**src/rtl/ercm8_mul_sched_pkg.sv**
```systemverilog
// Shared definitions for the ERCM8 multiplier scheduler: default widths,
// the settle-counter width and the scheduler state encoding.
package ercm8_mul_sched_pkg;

  // Default operand width; the product is twice this and the mask is one less.
  localparam int DATA_W_DEF = 8;

  // Default number of cycles operands sit on the multiplier before sampling.
  localparam int SETTLE_CYCLES_DEF = 4;

  // Settle counter width; covers the full 1..255 settle range.
  localparam int CNT_W = 8;

  // Scheduler states. Encodings are fixed so waveforms stay readable
  // across revisions of the block.
  typedef enum logic [1:0] {
    ST_IDLE   = 2'd0,
    ST_SETTLE = 2'd1,
    ST_RESP   = 2'd2
  } state_e;

  // Index of the requester to favour on a tie: whoever did not win last.
  function automatic logic tie_winner(input logic last_grant);
    return ~last_grant;
  endfunction

endpackage

```
**src/rtl/ercm8_mul_sched_rr_arb2.sv**
```systemverilog
// Two-way round-robin arbiter. Produces a one-hot grant among the valid
// requesters; on a tie the requester that did not win last time wins.
module rr_arb2
  import ercm8_mul_sched_pkg::*;
(
  input  logic [1:0] valid,
  input  logic       last_grant,
  output logic [1:0] grant
);

  // Combinational grant selection.
  always_comb begin
    // NOTE: grant gets a default before the case so no path leaves it
    // unassigned, which would otherwise infer a latch.
    grant = 2'b00;
    case (valid)
      2'b01:   grant = 2'b01;
      2'b10:   grant = 2'b10;
      2'b11:   grant = tie_winner(last_grant) ? 2'b10 : 2'b01;
      default: grant = 2'b00;
    endcase
  end

endmodule

```
**src/rtl/ercm8_mul_sched.sv**
```systemverilog
// Scheduler that shares one ERCM8 approximate multiplier between two
// requesters. An accepted operation is parked on the multiplier inputs for
// SETTLE_CYCLES edges, the product is captured, and the response is held
// until the consumer takes it. Only one operation is in flight at a time.
module ercm8_mul_sched
  import ercm8_mul_sched_pkg::*;
#(
  parameter int SETTLE_CYCLES = SETTLE_CYCLES_DEF,
  parameter int DATA_W        = DATA_W_DEF
) (
  input  logic                  clk,
  input  logic                  rst,

  input  logic                  req0_valid,
  output logic                  req0_ready,
  input  logic [DATA_W-1:0]     req0_a,
  input  logic [DATA_W-1:0]     req0_b,
  input  logic [DATA_W-2:0]     req0_mask,

  input  logic                  req1_valid,
  output logic                  req1_ready,
  input  logic [DATA_W-1:0]     req1_a,
  input  logic [DATA_W-1:0]     req1_b,
  input  logic [DATA_W-2:0]     req1_mask,

  output logic [DATA_W-1:0]     mul_a,
  output logic [DATA_W-1:0]     mul_b,
  output logic [DATA_W-2:0]     mul_mask,
  input  logic [2*DATA_W-1:0]   mul_p,

  output logic                  rsp_valid,
  input  logic                  rsp_ready,
  output logic                  rsp_id,
  output logic [2*DATA_W-1:0]   rsp_data,

  output logic                  busy
);

  // The counter is loaded with one less than the settle time so the
  // capture edge lands exactly SETTLE_CYCLES edges after the accept edge.
  localparam logic [CNT_W-1:0] CNT_LOAD = CNT_W'(SETTLE_CYCLES - 1);

  state_e           state;
  logic [CNT_W-1:0] cnt;
  logic             last_grant;
  logic             op_id;
  logic [1:0]       grant;
  logic             idle;
  logic             accept;
  logic             acc_id;
  logic             settle_done;

  assign idle        = (state == ST_IDLE);
  assign settle_done = (state == ST_SETTLE) && (cnt == '0);
  assign busy        = ~idle;

  rr_arb2 u_arb (
    .valid      ({req1_valid, req0_valid}),
    .last_grant (last_grant),
    .grant      (grant)
  );

  // Readiness is only offered while idle; a grant already implies the
  // requester is valid, so any ready means an accept on this edge.
  assign req0_ready = idle & grant[0];
  assign req1_ready = idle & grant[1];
  assign accept     = req0_ready | req1_ready;
  assign acc_id     = grant[1];

  // Control FSM: state, settle counter, owner id and fairness pointer.
  always_ff @(posedge clk or posedge rst) begin
    if (rst) begin
      state      <= ST_IDLE;
      cnt        <= '0;
      op_id      <= 1'b0;
      last_grant <= 1'b1;
    end else begin
      // NOTE: sequential state uses non-blocking assignments so every
      // register samples pre-edge values regardless of statement order.
      case (state)
        ST_IDLE: begin
          if (accept) begin
            state      <= ST_SETTLE;
            cnt        <= CNT_LOAD;
            op_id      <= acc_id;
            last_grant <= acc_id;
          end
        end
        ST_SETTLE: begin
          if (cnt == '0) state <= ST_RESP;
          else           cnt   <= cnt - 1'b1;
        end
        ST_RESP: begin
          // Return to idle only; acceptance waits for the next edge.
          if (rsp_ready) state <= ST_IDLE;
        end
        default: state <= ST_IDLE;
      endcase
    end
  end

  // Multiplier operand registers: loaded on accept, held otherwise.
  always_ff @(posedge clk or posedge rst) begin
    if (rst) begin
      // NOTE: these datapath registers are reset because their values are
      // visible on the ports and must read as zero after reset.
      mul_a    <= '0;
      mul_b    <= '0;
      mul_mask <= '0;
    end else if (accept) begin
      mul_a    <= acc_id ? req1_a    : req0_a;
      mul_b    <= acc_id ? req1_b    : req0_b;
      mul_mask <= acc_id ? req1_mask : req0_mask;
    end
  end

  // Response register: capture the product at the end of settling and
  // hold it until the consumer handshakes.
  always_ff @(posedge clk or posedge rst) begin
    if (rst) begin
      rsp_valid <= 1'b0;
      rsp_id    <= 1'b0;
      rsp_data  <= '0;
    end else if (settle_done) begin
      rsp_valid <= 1'b1;
      rsp_id    <= op_id;
      rsp_data  <= mul_p;
    end else if ((state == ST_RESP) && rsp_ready) begin
      rsp_valid <= 1'b0;
    end
  end

endmodule

```
**config.mk**
```make
export PLATFORM = sky130hd
export DESIGN_NAME = ercm8_mul_sched
export DESIGN_NICKNAME = d
export VERILOG_FILES = /design/src/rtl/ercm8_mul_sched_pkg.sv /design/src/rtl/ercm8_mul_sched_rr_arb2.sv /design/src/rtl/ercm8_mul_sched.sv
export SDC_FILE = /design/constraint.sdc
export NUM_CORES = 1
export LEC_CHECK = 0
export CAP_MARGIN = 10
export CORE_ASPECT_RATIO = 0.6
export CORE_MARGIN = 5
export CORE_UTILIZATION = 41
export CTS_CLUSTER_SIZE = 25
export DETAILED_ROUTE_END_ITERATION = 8
export PLACE_DENSITY = 0.8
export SYNTH_ARGS = -nofsm -noshare
export SYNTH_HDL_FRONTEND = slang
export SYNTH_SLANG_ARGS = --single-unit
```
**constraint.sdc**
```tcl
create_clock -name clk -period 2.1 [get_ports clk]
set_input_delay 0.21 -clock clk [delete_from_list [all_inputs] [get_ports clk]]
set_output_delay 0.21 -clock clk [all_outputs]
set_load 0.1 [all_outputs]
```
# After elaboration in Yosys (flattened, before gate mapping)
# Index checks and enable logic that the tools add are counted.
dict set report classes {
  add_sub_neg 1
  mul 0
  div_mod_pow 0
  n_lt_le_gt_ge 0
  eq_ne 9
  shift 0
  muxes 14
  bitwise_logic 4
  n_reduce_logical 9
}
# operator count
set ops {}
lappend ops {{two-way mux 8 bit} 4}
lappend ops {{one-hot mux 8 bit (2 select lines)} 1}
lappend ops {{one-hot mux 2 bit (3 select lines)} 2}
lappend ops {{logical NOT 8 bit} 1}
lappend ops {{two-way mux 2 bit} 4}
lappend ops {{subtractor 8 x 1 -> 8 bit (second input constant)} 1}
lappend ops {{two-way mux 7 bit} 1}
lappend ops {{equality test 2 bit (second input constant)} 3}
lappend ops {{AND reduction 3 bit} 2}
lappend ops {{equality test 2 x 1 -> 1 bit (second input constant)} 2}
lappend ops {{inequality test 2 x 1 -> 1 bit (second input constant)} 2}
lappend ops {{inequality test 2 bit (second input constant)} 2}
lappend ops {{nonzero test 2 bit} 2}
lappend ops {{AND 1 bit} 2}
lappend ops {{logical AND 1 bit} 2}
lappend ops {{logical NOT 2 bit} 1}
lappend ops {{two-way mux 1 bit} 2}
lappend ops {{AND reduction 2 bit} 1}
lappend ops {{inverter 1 bit} 1}
lappend ops {{OR 1 bit} 1}
dict set report word_totals {
  regBits 53
  latchBits 0
  ramBits 0
  mem_bits_ro 0
  input_bits 67
  output_inout_bits 44
  wordCells 47
  mem_count 0
}

# Longest topological paths before layout
# Gate-level depths: netlist of the first run.
dict set report depth {
  ltp_word 6
  ltp_mapped 8
  mapped_depth_nobuf 7
}

# By module
# From an unflattened synthesis of the first run, not the netlist that was laid out.
dict set report unflattened {
  cells_unflattened 209
  area_unflattened_um2 2358.5
}
# mod instances cells_per_inst area_per_inst_um2 seq_area_each_um2
set by_module_without_submodules {}
lappend by_module_without_submodules {ercm8_mul_sched 1 206 2339.7 1327.5}
lappend by_module_without_submodules {rr_arb2 1 3 18.8 0.0}

# Worst setup path after synthesis of the first run
# Ideal clock, no wire load.
dict set report synth_timing {
  path_kind {reg-to-reg}
  startpoint {register last_grant}
  endpoint {register op_id}
  setup_time_ns 0.091
  t_arrival_ns 1.626
  t_required_ns 2.009
  path_slack_ns 0.383
  path_stages_with_launch 4
  path_buffers 0
  synth_period_minus_slack_ns 1.717
  cell_sequence {dfstp_2 -> a21boi_2 -> and2_1 -> o21bai_1}
}
dict set report synth_via {
  elab_chain_cells 5
  elab_cells_between_ends 6
  classes_between {2 x mux; 3 x bitwise; 1 x reduce/logical}
}
# item line
set synth_lines {}
lappend synth_lines {{start, declared} ercm8_mul_sched.sv:45} ;# logic last_grant;
lappend synth_lines {{start signal, assigned} ercm8_mul_sched.sv:86} ;# last_grant <= acc_id;
lappend synth_lines {{two-way mux 2 bit} ercm8_mul_sched_rr_arb2.sv:19} ;# 2'b11: grant = tie_winner(last_grant) ? 2'b10 : 2'b01;
lappend synth_lines {{one-hot mux 2 bit (3 select lines)} ercm8_mul_sched_rr_arb2.sv:16} ;# case (valid)
lappend synth_lines {{AND 1 bit} ercm8_mul_sched.sv:66} ;# assign req1_ready = idle & grant[1];
lappend synth_lines {{net req1_ready} ercm8_mul_sched.sv:21} ;# output logic req1_ready,
lappend synth_lines {{OR 1 bit} ercm8_mul_sched.sv:67} ;# assign accept = req0_ready | req1_ready;
lappend synth_lines {{AND reduction 2 bit (no source line)} n/a}
lappend synth_lines {{end signal, assigned} ercm8_mul_sched.sv:85} ;# op_id <= acc_id;
lappend synth_lines {{end, declared} ercm8_mul_sched.sv:46} ;# logic op_id;
# The timed path passes the listed nets, and every way through them passes these cells.
# A chain may end at the register's enable or synchronous reset.

# Final worst setup path of the first run
dict set report layout_timing {
  startpoint {register cnt[0]}
  endpoint {register cnt[7]}
}
dict set report layout_via {
  elab_chain_cells 3
  elab_cells_between_ends 6
  classes_between {1 x add/sub; 1 x eq/ne; 2 x mux; 2 x reduce/logical}
}
# item line
set layout_lines {}
lappend layout_lines {{start, declared} ercm8_mul_sched.sv:44} ;# logic [CNT_W-1:0] cnt;
lappend layout_lines {{start signal, assigned} ercm8_mul_sched.sv:91} ;# else cnt <= cnt - 1'b1;
lappend layout_lines {{subtractor 8 x 1 -> 8 bit / logical NOT 8 bit (equally long branches)} {ercm8_mul_sched.sv:91, ercm8_mul_sched.sv:90}}
lappend layout_lines {{two-way mux 8 bit / inequality test 2 bit (equally long branches)} n/a}
lappend layout_lines {{one-hot mux 8 bit (2 select lines) / AND reduction 3 bit (equally long branches)} n/a}
# Several ways; a longest one is shown, not always the timed one. The select of a mux whose other input is x is not followed.

==> flow_metrics.tcl, run 1 <==
set metrics [dict create \
    outcome "finished, final reports clean" \
    clkSlewWorstSetupHoldPaths_ps 90 \
    met2_usage_pct 24.2 \
    vias_per_cell 4.72 \
    yosys_warnings 0 \
    grt.overflow.total 0 \
    r2r_slack_ps 250 \
    critPathArrivalTime_ps 2080 \
    use_met3_pct 8.28 \
    ctsHoldBuffers 0 \
    grt_max_degree 49 \
    cts-htree-levels 2 \
    place_area_sq_mm 0.00352 \
    endpoint_kind "flip-flop" \
    grt.met1_usage_pct 19.9 \
    syn_nets 280 \
    fillers 478 \
    synth_edf_count 0 \
    gp_congestion 0.857 \
    crit_slowest_cell "a211o_1" \
    worstSetupPathType "reg2reg" \
    setup_violations 0 \
    min_path_type "in2async" \
    cp-start-kind "flip-flop" \
    path_cells "inv_1 > ha_1 > nor4bb_1 > a211o_1 > nor4_1 > mux2i_1" \
    routed-via-count 1910 \
    hold_violations 0 \
    diodes 0 \
    grt_pass1_wl_um 9060 \
    ys_seq_elements 53 \
    async_reset_ff_share_pct 100 \
    synth.largest_area_cell "dfrtp_1" \
    worstPathRequired_ps 2330 \
    port_buffers 110 \
    synth_seq_area_share_pct 56.2 \
    hpwl_um 4450 \
    cts_tree "yes" \
    cts-root-buf "clkbuf_8" \
    fmax_mhz 541 \
    ys.flop_type "dfrtp_1" \
    grt_use_total_pct 15.8 \
    synth.avg_cell_area_sq_um 11.2 \
    utilization_pct 64.8 \
    drc 0 \
    cts_sinks 53 \
    antenna_found_initial 0 \
    cts_buffers 5 \
    synth_top_cell_area_share_pct 55.1 \
    grt_setup_unrepaired "false" \
    slew_violations 0 \
    routed_wl_um 5690 \
    num_io_pins 111 \
    finalSetupTns_ps 0 \
    synth_area_sq_mm 0.00236 \
    cts_setup_buffers 0 \
    die_h_um 68.8 \
    fin_crit_ps 1850 \
    reg2regPathDepth 6 \
    antenna_left 0 \
    fin_area_sq_mm 0.00361 \
    cts.repair.resized 0 \
    slew_headroom_pct 72.5 \
    tightestPinTransition_ps 412 \
    fin_crit_sh_pct 88.0 \
    fin_cells 405 \
    busiest_layer "met2" \
    wl_per_cell_um 14.1 \
    cts_buffer_depth 2 \
    drt_iter0_markers 63 \
    final_net_count 393 \
    drive_gt1_share_pct 23.7 \
    ys_types 32 \
    dr.pass1.iters 4 \
    dp.cells 397 \
    num_rows 21 \
    grt_pass1_vias 1974 \
    cp_max_fo 11 \
    r2r_end "cnt[7]$_DFFE_PP0P_" \
    area.growth.synth_to_final_pct 52.8 \
    fin_worst_skew_ps 7.12 \
    syn_inst 211 \
    r2r_start "cnt[0]$_DFFE_PP0P_" \
    start_util_pct 42.4 \
    clock_latency_ps 300 \
    synth_area_leaders "dfrtp_1, mux2i_1, mux2_2" \
    die_area_sq_mm 0.00743 \
    cap_violations 0 \
    max_stage_delay_ps 410 \
    die_x_um 108 \
    coreArea_sq_mm 0.00557 \
]
==> stage by stage <==
| stage | setup slack [ps] | hold slack, ps |
|---|---|---|
| final | 252 | 212 |
| after global routing | 69.9 | 243 |
| after CTS | 232 | 224 |
| after detailed placement | 252 | 472 |
| after global placement | 318 | 462 |
| after floorplan | 383 | 317 |
==> synthesized netlist by cell type, drive strengths merged (2+ instances only) <==
cell type and count:
clkbuf 4, o21ai 32, mux2i 24, mux2 16, nor4 2, nor2 5, buf 6, nand2b 3
or3 5, nand3 2, nor3 2, inv 8, ha 2, and3 2, dfrtp 52, a21oi 5
nand2 29
==> layout by cell type, fill, tap and decap left out, types with 2 or more instances in the layout <==
master | Yosys | routed
a21oi_1 | 5 | 5
and3_1 | 2 | 2
buf_12 | 0 | 5
buf_4 | 1 | 45
clkbuf_1 | 4 | 2
clkbuf_8 | 0 | 5
clkdlybuf4s50_1 | 0 | 66
dfrtp_1 | 52 | 52
ha_1 | 2 | 2
inv_1 | 8 | 7
mux2_2 | 16 | 16
mux2i_1 | 24 | 24
nand2_1 | 29 | 29
nand2b_1 | 3 | 3
nand3_1 | 2 | 2
nor2_1 | 5 | 5
nor3_1 | 2 | 2
o21ai_0 | 32 | 31
or3_1 | 5 | 5
==> per-layer routing <==
metal  part of all wire, %  up-vias
met3                    13        5
met1                    44      873
met4                  0.95        0
met2                    42       77
met5                     0        -
li1                      -      955
==> kinds of logic after synthesis <==
kind of cell	Yosys count	share of synthesized area, %
AOI/OAI and AO/OA	42	9.59
xor gates and xnor gates	1	0.371
adders and majority gates	2	1.06
buffers and inverters	18	3.55
DFF	53	56.2
muxes	40	17.8
and+or+nand+nor	55	11.4
==> area by class of cell <==
type / count / area (sq um) / area share, %
clock inverters: 1 / 7.51 / 0.208
multi-input cells: 140 / 968 / 26.8
well taps: 80 / 100 / 2.77
repair buffers: 116 / 1100 / 30.4
clock buffers: 7 / 76.3 / 2.12
flip-flops and latches: 53 / 1330 / 36.8
inverters: 8 / 30.0 / 0.832
==> flip-flops by register name, indices dropped and copies added (netlist names) <==
register	count
mul_a	8
rsp_id	1
cnt	8
mul_b	8
op_id	1
last_grant	1
rsp_data	16
mul_mask	7
rsp_valid	1
state	2
==> how the worst max path moves through the flow <==
stage,start,end,slack [ps],cells past startpoint
floorplan,last_grant$_DFFE_PP1P_,op_id$_DFFE_PP0P_,380,3
global placement,req0_valid,cnt[7]$_DFFE_PP0P_,320,5
detailed placement,cnt[0]$_DFFE_PP0P_,cnt[7]$_DFFE_PP0P_,250,6
CTS,cnt[0]$_DFFE_PP0P_,cnt[7]$_DFFE_PP0P_,230,6
global route,cnt[0]$_DFFE_PP0P_,cnt[7]$_DFFE_PP0P_,70,6
finish,cnt[0]$_DFFE_PP0P_,cnt[7]$_DFFE_PP0P_,250,6
==> critical path, delay by kind of cell (launching register included) <==
family          cells  cell delay, ps
simple gates        2             470
mux                 1             220
fa+ha+maj           1             210
buf+inv             1              90
flops               1             370
compound gates      1             410
Power of run 1 is left out: the tool's default activity adds up to more than one toggle a clock period on the data nets, which glitch-free logic cannot reach.
==> run 2, diff against run 1 <==
CAP_MARGIN = 20   (was 10)
==> results of run 2 <==
Final layout, timing and power as in run 1 (identical DEF).
Power of run 2 is left out for the same reason.
==> run 3, diff against run 2 <==
GPL_TIMING_DRIVEN = 0   (was unset)
==> flow_metrics.tcl, run 3 (synthesis results as in run 1) <==
set metrics [dict create \
    grt.met1_usage_pct 22.6 \
    grt_setup_unrepaired "false" \
    critPathArrivalTime_ps 1840 \
    setup_violations 0 \
    drt_iter0_markers 78 \
    path_cells "clkdlybuf4s50_1" \
    met2_usage_pct 25.5 \
    cts_buffers 5 \
    fin_cells 410 \
    grt_pass1_wl_um 9980 \
    dr.pass1.iters 4 \
    clkSlewWorstSetupHoldPaths_ps 100 \
    top_register "rsp_data" \
    hold_violations 0 \
    gp_congestion 0.825 \
    busiest_layer "met2" \
    die_x_um 108 \
    grt_max_degree 37 \
    cts_buffer_depth 2 \
    worstPathRequired_ps 1890 \
    num_rows 21 \
    worstSetupPathType "reg2out" \
    crit_slowest_cell "clkdlybuf4s50_1" \
    path_delay_family "buffers and inverters" \
    largest_register_ffs 16 \
    fillers 480 \
    outcome "finished, final reports clean" \
    cp_max_fo 2 \
    grt_pass1_vias 2068 \
    grt.overflow.total 0 \
    final_cell_mix "clkdlybuf4s50_1, dfrtp_1, o21ai_0, nand2_1, mux2i_1" \
    num_io_pins 111 \
    drive_gt1_share_pct 11.5 \
    cts-htree-levels 2 \
    use_met3_pct 9.58 \
    cts-root-buf "clkbuf_8" \
    antenna_found_initial 0 \
    max_stage_delay_ps 1160 \
    clock_latency_ps 310 \
    port_buffers 110 \
    dp.cells 402 \
    grt_use_total_pct 17.7 \
    die_h_um 68.8 \
    antenna_left 0 \
    hpwl_um 4800 \
    coreArea_sq_mm 0.00557 \
    slew_headroom_pct 30.4 \
    wl_per_cell_um 14.9 \
    routed-via-count 1976 \
    start_util_pct 42.4 \
    fin_worst_skew_ps 6.55 \
    fin_crit_sh_pct 97.4 \
    cts_sinks 53 \
    postLayoutSetupSlackWorst_ps 54.3 \
    cp.buffers_inverters 1 \
    cts_tree "yes" \
    cts_setup_buffers 0 \
    finalSetupTns_ps 0 \
    vias_per_cell 4.82 \
    drc 0 \
    min_path_type "in2async" \
    final_common_cell "clkdlybuf4s50_1" \
    die_area_sq_mm 0.00743 \
    slew_violations 0 \
    routed_wl_um 6130 \
    fin_crit_ps 2050 \
    final_net_count 398 \
    dpl_worst_slack_ps -664 \
    tightestPinTransition_ps 1040 \
    cap_violations 0 \
    area.growth.synth_to_final_pct 56.0 \
    diodes 0 \
    fmax_mhz 489 \
    endpoint_kind "output pin" \
    cp-start-kind "flip-flop" \
]
## run 3: cell count changes in the layout (fill, tap and decap cells not counted), sizes merged
| cell | change |
|---|---|
| dlymetal6s2s | +7 |
| clkinv | +2 |
| buf | -42 |
| clkbuf | +5 |
| clkdlybuf4s50 | +34 |
| clkinvlp | -1 |
## run 3: area by class of cell
class                           instances  area (sq um)  share of cell area (%)
Clock inverter                          2          13.8                   0.374
Multi-Input combinational cell        140           950                    25.8
Clock buffer                            6          82.6                    2.24
Timing Repair Buffer                  111          1130                    30.6
Inverter                                8          30.0                   0.815
Buffer                                 10          53.8                    1.46
Tap cell                               80           100                    2.72
Sequential cell                        53          1330                    36.0
## run 3: metrics by stage
| stage | area, sq um | utilization (%) | hold slack, ps |
|---|---|---|---|
| after floorplan | 2360 | - | 317 |
| after global placement | 3560 | 63.9 | 460 |
| after detailed placement | 3580 | 64.3 | 469 |
| after CTS | 3670 | 65.9 | 225 |
| after global routing | 3680 | 66.1 | 235 |
| final | 3680 | 66.1 | 214 |
## run 3: routing by layer
layer / wire length, um / vias up
li1: - / 967
met1: 2770 / 926
met2: 2600 / 76
met3: 687 / 7
met4: 78 / 0
met5: 0 / -
## run 3: worst paths after layout
| check | start | to | slack (ps) | cells past startpoint |
|---|---|---|---|---|
| max | mul_b[4]$_DFFE_PP0P_ | mul_b[4] | 50 | 1 |
| max reg2reg | cnt[0]$_DFFE_PP0P_ | cnt[7]$_DFFE_PP0P_ | 220 | 7 |
| min in group clk | mul_mask[5]$_DFFE_PP0P_ | mul_mask[5]$_DFFE_PP0P_ | 480 | 2 |
| min | rst | rsp_data[5]$_DFFE_PP0P_ | 210 | 2 |
| max in group asynchronous | rst | cnt[2]$_DFFE_PP0P_ | 1360 | 3 |
| min reg2reg | mul_mask[5]$_DFFE_PP0P_ | mul_mask[5]$_DFFE_PP0P_ | 480 | 2 |
## run 3: what timing repair did
action	CTS	global route
setup endpoints to repair	3	10
hold buffers	0	0
gates resized for setup	9	12
Power of run 3 is left out for the same reason.
